## src/rtl/mem_bus_if.sv

```systemverilog
// Memory-side bus stage: turns sequencer FETCH/EXEC1 requests into Avalon-MM
// reads and writes. It registers fetched instructions and lane-aligned load data.
// Latency: zero-wait fetch/load 3 cycles, store 2, no-access states 1 cycle.
// Backpressure: waitrequest_i holds the request stable, and stall_o holds the sequencer.
// Ports: clk/reset_i; sequencer side state_i, pc_i, data_addr_i, mem_read_i,
//   mem_write_i, size_i, signed_i, store_data_i -> instr_o, load_data_o, stall_o,
//   misalign_o; Avalon side address_o, read_o, write_o, byteenable_o, writedata_o,
//   waitrequest_i, readdata_i.
module mem_bus_if #(
    parameter logic [31:0] RESET_VECTOR = 32'hBFC0_0000
) (
    input  logic        clk,
    input  logic        reset_i,
    input  logic [1:0]  state_i,
    input  logic [31:0] pc_i,
    input  logic [31:0] data_addr_i,
    input  logic        mem_read_i,
    input  logic        mem_write_i,
    input  logic [1:0]  size_i,
    input  logic        signed_i,
    input  logic [31:0] store_data_i,
    input  logic        waitrequest_i,
    input  logic [31:0] readdata_i,
    output logic [31:0] address_o,
    output logic        read_o,
    output logic        write_o,
    output logic [3:0]  byteenable_o,
    output logic [31:0] writedata_o,
    output logic [31:0] instr_o,
    output logic [31:0] load_data_o,
    output logic        stall_o,
    output logic        misalign_o
);

    // Sequencer state encoding (EXEC2 never needs the bus, so it is not decoded).
    localparam logic [1:0] ST_FETCH = 2'd0;
    localparam logic [1:0] ST_EXEC1 = 2'd1;

    // The instruction register resets to a NOP. The vector is kept only as a
    // debug-visible parameter.
    localparam logic [31:0] INSTR_RST = RESET_VECTOR & 32'h0000_0000;

    typedef enum logic [1:0] {S_IDLE, S_ACCEPT, S_DATA, S_DONE} fsm_t;

    fsm_t        r_fsm;
    logic [1:0]  r_cap;      // sequencer state that owns the current/last transfer
    logic [31:0] r_addr;
    logic [31:0] r_wdata;
    logic [3:0]  r_be;
    logic        r_rd;
    logic [1:0]  r_lane;
    logic [1:0]  r_size;
    logic        r_sgn;
    logic [31:0] r_instr;
    logic [31:0] r_load;

    logic        w_fresh;
    logic        w_fetch;
    logic        w_ld;
    logic        w_st;
    logic        w_mis;
    logic        w_need;
    logic        w_issue;
    logic        w_is_read;
    logic [1:0]  w_size;
    logic [1:0]  w_lane;
    logic [31:0] w_addr;
    logic [3:0]  w_be;
    logic [31:0] w_wdata;

    function automatic logic [31:0] align_load(input logic [31:0] d, input logic [1:0] lane,
                                               input logic [1:0] sz, input logic sg);
        logic [7:0]  b;
        logic [15:0] h;
        logic [31:0] r;
        b = d[{lane, 3'b000} +: 8];
        h = lane[1] ? d[31:16] : d[15:0];
        case (sz)
            2'b00:   r = {{24{sg & b[7]}}, b};
            2'b01:   r = {{16{sg & h[15]}}, h};
            default: r = d;
        endcase
        return r;
    endfunction

    always_comb begin
        // DONE with a changed sequencer state is decoded like IDLE. This lets the
        // next state's request issue without a bubble. A bubble would show
        // stall_o=0 and let the sequencer slip past the access.
        w_fresh   = (r_fsm == S_IDLE) || ((r_fsm == S_DONE) && (state_i != r_cap));
        w_fetch   = (state_i == ST_FETCH);
        w_ld      = (state_i == ST_EXEC1) && mem_read_i;
        w_st      = (state_i == ST_EXEC1) && mem_write_i && !mem_read_i;
        w_size    = (w_fetch || size_i == 2'b11) ? 2'b10 : size_i;
        w_lane    = data_addr_i[1:0];
        w_mis     = (w_ld || w_st) &&
                    (((w_size == 2'b01) && w_lane[0]) || ((w_size == 2'b10) && (w_lane != 2'b00)));
        w_need    = w_fetch || ((w_ld || w_st) && !w_mis);
        w_issue   = w_fresh && w_need && !reset_i;
        w_is_read = w_fetch || w_ld;
        w_addr    = w_fetch ? (pc_i & ~32'h3) : (data_addr_i & ~32'h3);
        case (w_size)
            2'b00: begin
                w_be    = 4'b0001 << w_lane;
                w_wdata = {4{store_data_i[7:0]}};
            end
            2'b01: begin
                w_be    = w_lane[1] ? 4'b1100 : 4'b0011;
                w_wdata = {2{store_data_i[15:0]}};
            end
            default: begin
                w_be    = 4'b1111;
                w_wdata = store_data_i;
            end
        endcase
    end

    // Strobes appear in the issue cycle and are replayed from the registers in
    // ACCEPT. Reset kills them in the same cycle.
    assign read_o       = !reset_i && ((w_issue && w_is_read) || ((r_fsm == S_ACCEPT) && r_rd));
    assign write_o      = !reset_i && ((w_issue && !w_is_read) || ((r_fsm == S_ACCEPT) && !r_rd));
    assign stall_o      = !reset_i && (w_issue || (r_fsm == S_ACCEPT) || (r_fsm == S_DATA));
    assign misalign_o   = !reset_i && w_fresh && w_mis;
    assign address_o    = w_fresh ? w_addr  : r_addr;
    assign byteenable_o = w_fresh ? w_be    : r_be;
    assign writedata_o  = w_fresh ? w_wdata : r_wdata;
    assign instr_o      = r_instr;
    assign load_data_o  = r_load;

    always_ff @(posedge clk) begin
        if (reset_i) begin
            r_fsm   <= S_IDLE;
            r_cap   <= ST_FETCH;
            r_addr  <= 32'h0;
            r_wdata <= 32'h0;
            r_be    <= 4'h0;
            r_rd    <= 1'b0;
            r_lane  <= 2'b00;
            r_size  <= 2'b00;
            r_sgn   <= 1'b0;
            r_instr <= INSTR_RST;
            r_load  <= 32'h0;
        end else begin
            case (r_fsm)
                S_IDLE, S_DONE: begin
                    if (w_fresh) begin
                        if (w_issue) begin
                            r_cap   <= state_i;
                            r_addr  <= w_addr;
                            r_wdata <= w_wdata;
                            r_be    <= w_be;
                            r_rd    <= w_is_read;
                            r_lane  <= w_lane;
                            r_size  <= w_size;
                            r_sgn   <= signed_i;
                            r_fsm   <= waitrequest_i ? S_ACCEPT : (w_is_read ? S_DATA : S_DONE);
                        end else if (w_mis) begin
                            // Park in DONE so the pulse is not repeated while EXEC1 is held.
                            r_cap <= state_i;
                            r_fsm <= S_DONE;
                        end else begin
                            r_fsm <= S_IDLE;
                        end
                    end
                end
                S_ACCEPT: begin
                    if (!waitrequest_i) begin
                        r_fsm <= r_rd ? S_DATA : S_DONE;
                    end
                end
                S_DATA: begin
                    if (r_cap == ST_FETCH) begin
                        r_instr <= readdata_i;
                    end else begin
                        r_load <= align_load(readdata_i, r_lane, r_size, r_sgn);
                    end
                    r_fsm <= S_DONE;
                end
                default: r_fsm <= S_IDLE;
            endcase
        end
    end

endmodule

```

## config.mk

```make
export PLATFORM = sky130hd
export DESIGN_NAME = mem_bus_if
export DESIGN_NICKNAME = d
export VERILOG_FILES = /design/src/rtl/mem_bus_if.sv
export SDC_FILE = /design/constraint.sdc
export NUM_CORES = 1
export LEC_CHECK = 0
export ABC_AREA = 1
export CAP_MARGIN = 20
export CELL_PAD_IN_SITES_DETAIL_PLACEMENT = 0
export CELL_PAD_IN_SITES_GLOBAL_PLACEMENT = 1
export CORE_ASPECT_RATIO = 1.4
export CORE_UTILIZATION = 27
export CTS_CLUSTER_DIAMETER = 60
export DETAILED_ROUTE_END_ITERATION = 8
export PLACE_DENSITY_LB_ADDON = 0.1
export SLEW_MARGIN = 20
export SYNTH_ARGS = -nofsm -noshare
export SYNTH_HDL_FRONTEND = slang
export SYNTH_SLANG_ARGS = --single-unit
```

## constraint.sdc

```tcl
create_clock -name clk -period 1.8 [get_ports clk]
set_clock_uncertainty 0.15 [all_clocks]
set_input_delay 0.36 -clock clk [delete_from_list [all_inputs] [get_ports clk]]
set_output_delay 0.36 -clock clk [all_outputs]
set_load 0.01 [all_outputs]
```

==> summary.md <==
| Metric | Value |
|---|---|
| Final worst path period share | 1.35 |
| Largest net degree at the start of global routing | 59 |
| Crit path time final | 2.43 ns |
| R2R Setup Slk | -0.38 ns |
| Min-Delay Endpoint | r_lane[0] |
| Slowest stage delay, CP | 0.34 ns |
| Later-pin clock latency in the skew report | 0.42 ns |
| Post-synth EDFFs | 0 |
| Vias in the first global route | 8,936 |
| Top Ports | 274 |
| WP buf/inv | 6 |
| DR WL/cell | 17.5 um |
| Synth top area share | 0.391 |
| Cell Rows | 70 |
| Post-synth cell types | 32 |
| Setup crit end kind | output port |
| Worst hold path type | input pin to flop |
| Cells on worst reg2reg path | 13 |
| Total CTS buffers | 17 |
| Cell chain of the critical path | inv_2 -> ha_2 -> inv_2 -> nand2_4 -> buf_6 -> buf_12 -> buf_16 -> nor2_4 -> a31oi_1 -> buf_2 |
| Dpl cell area | 11,600 um^2 |
| Final RePlAce weighted congestion | 0.872 |
| Hpwl dp | 21.7 mm |
| Slew @ Worst Pin | 0.567 ns |
| Num Clock Sinks | 140 |
| Flops & latches, synth | 140 |
| Synth warn | 0 |
| Most frequent CP cell | inv_2 |
| CP delay by family, top | buffers and inverters |
| Max Fanout on Critical Path | 7 |
| Cell with the most instances after synthesis | nand2_1 |
| Longest Clk Path Bufs | 2 |
| Reg2reg start | r_fsm[0] |
| PwrDens | 1270 nW/um^2 |
| RSZ-0062 raised after global routing | true |
| Post-synthesis sequential area ratio | 0.391 |
| CP startpoint kind | flop |
| Clock-pin slew on the worst setup and hold paths | 0.06 ns |
| Mapped Area | 7160 um^2 |
| Combinational group share of total power | 0.563 |
| Crit Path Category | flop to output port |
| Hold Vio Cnt, Final | 0 |
| 1st-pass router iterations | 5 |
| Failing checks | negative setup slack |
| Vias/cell | 4.75 |
| Status | complete, but fails checks |
| Hold path startpoint | data_addr_i[0] |
| Antenna violations before repair | 2 |
| GRT Total Usage | 0.242 |
| Total gr overflow | 0 |
| Synth area leaders | dfxtp_1 39%, nand2_1 18%, nor2_1 9.0% |
| Final Slew Violations | 0 |
| CTS tree | done |
| Post-synth top cells | 351 x nand2_1, 172 x nor2_1, 140 x dfxtp_1 |
| # DRC | 0 |
| Worst vdd ir | 0.813 mV |
| Share of flip-flops with an asynchronous set or reset | 0 |
| RR Endpoint | r_wdata[7] |
| Crit-path slowest cell | dfxtp_2 |
| Routed WL | 33.3 mm |
| Setup WS pre-CTS | -1.33 ns |
| DR iter-0 viols | 367 |
| WP data arrival | 1.92 ns |
| Pint | 10,800 uW |
| Leading area contributor after synthesis | dfxtp_1 |
| Fraction of layout cells with a size suffix above 1 | 0.299 |
| Hold path cells | 4 |
| Die area | 27,200 um^2 |
| Clock H-tree levels | 4 |
| Clock power share | 0.210 |
| Sequential share of power | 0.227 |
| Global-route wire length before repair | 50.0 mm |
| Final #Nets | 1,703 |
| Die height | 195 um |
| Sw Ratio | 0.374 |
| Final instance area | 13,500 um^2 |
| Post-synthesis cell count | 1,123 |
| Worst Path Required | 1.29 ns |
| Leak | 0.00629 uW |
| DR vias | 9,020 |
| Fmax | 411 MHz |
| Switching Power | 6440 uW |
| Slew HR | 0.622 |
| Die width | 140 um |
| Synthesized area per cell | 6.38 um^2 |
| DRT antenna net count | 0 |
| CTS Root Cell | clkbuf_16 |
| Max-cap violations | 0 |
| Util after Layout | 0.519 |
| Core ar. | 26,100 um^2 |
| Area Growth Syn to Fin | 89.1% |
| Setup-failing EPs final | 165 |
| Initial Utilization | 0.274 |
| Fin worst setup slack | -0.632 ns |
| PortBufs | 269 |
| Post-synth top flop | dfxtp_1 |
[metrics by stage]
step	cells	hold slack (ns)	setup TNS, ns	power (uW)
2_1_floorplan	1124	0.289	-1.39	7600
3_3_place_gp	1802	0.299	-161.96	11500
3_5_place_dp	1802	0.303	-164.90	11500
4_1_cts	1892	0.202	-59.26	16700
5_1_grt	1900	0.184	-74.94	18100
6_report	1900	0.150	-58.05	17200
[routing by layer]
layer,GRT usage,wire length (um)
met5,0,0
met4,0.112,1090
met3,0.0495,1530
met1,0.255,12600
met2,0.454,18100
[worst max-delay path by stage]
| stage | slack, ns | end | cells past startpoint | from |
|---|---|---|---|---|
| floorplan | -0.07 | writedata_o[24] | 9 | state_i[0] |
| global placement | -1.35 | address_o[25] | 8 | state_i[0] |
| detailed placement | -1.33 | address_o[25] | 8 | state_i[0] |
| CTS | -0.67 | address_o[17] | 9 | r_cap[1] |
| global route | -0.72 | address_o[2] | 10 | r_cap[1] |
| finish | -0.63 | writedata_o[23] | 10 | r_fsm[0] |
[sequential cells by signal, summed over array words and instances (netlist names)]
signal,flops
r_size,2
r_fsm,2
r_lane,2
instr_o,32
load_data_o,32
r_be,4
r_addr,30
r_wdata,32
r_cap,2
r_rd,1
r_sgn,1
[worst reg2reg max path, cell delays in order (launching register included)]
cell	delay, ns
dfxtp_2	0.34
inv_2	0.06
ha_2	0.16
inv_2	0.04
nand2_4	0.13
buf_4	0.14
nand3_4	0.08
buf_6	0.14
nor2_4	0.16
buf_12	0.13
buf_16	0.12
bufbuf_16	0.26
o21ai_0	0.07
nor2_1	0.14
[area by class of cell]
| cell class | count | area [um^2] |
|---|---|---|
| clock buffers | 21 | 440 |
| repair buffers | 496 | 4990 |
| clock inverters | 11 | 145 |
| multi-input cells | 835 | 4470 |
| fillers | 2619 | 12600 |
| inverters | 71 | 279 |
| flip-flops and latches | 140 | 2810 |
| well taps | 324 | 405 |
| diodes | 2 | 5.00 |
[power by group through the flow]
stage / clock (uW) / combinational, uW / sequential (uW)
floorplan: 0 / 3570 / 4030
global placement: 0 / 7520 / 3930
detailed placement: 0 / 7520 / 3930
CTS: 3690 / 9150 / 3890
global route: 3830 / 10300 / 3960
finish: 3600 / 9690 / 3900
[kinds of logic (layout without fill, tap and decap cells)]
group | after synthesis | in the layout | synth area share
xor+xnor | 2 | 2 | 0.00245
other cells | 1 | 4 | 0.000524
flops | 140 | 140 | 0.391
compound gates | 284 | 284 | 0.218
simple gates | 543 | 543 | 0.291
fa+ha+maj | 4 | 4 | 0.00699
buf+inv | 149 | 599 | 0.0891
[placed cells by master (no fill, tap or decap), types with 22 or more instances in the layout]
master	Yosys	routed
nand2_1	351	315
dfxtp_1	140	135
buf_6	7	43
inv_1	67	59
o21ai_0	111	95
dlygate4sd2_1	0	33
clkdlybuf4s50_1	0	158
buf_12	0	22
buf_4	2	161
a21oi_1	100	90
buf_2	15	47
nor2_1	172	139
nand2_2	2	26
[timing repair]
action / CTS / global route
hold buffers: 0 / 0
resized for setup: 466 / 88
pin swaps: 29 / 23
cloned: 17 / 4
endpoints found under the setup margin: 225 / 243
buffers inserted: 41 / 11
No activity file was read; power rests on OpenSTA's default activity.
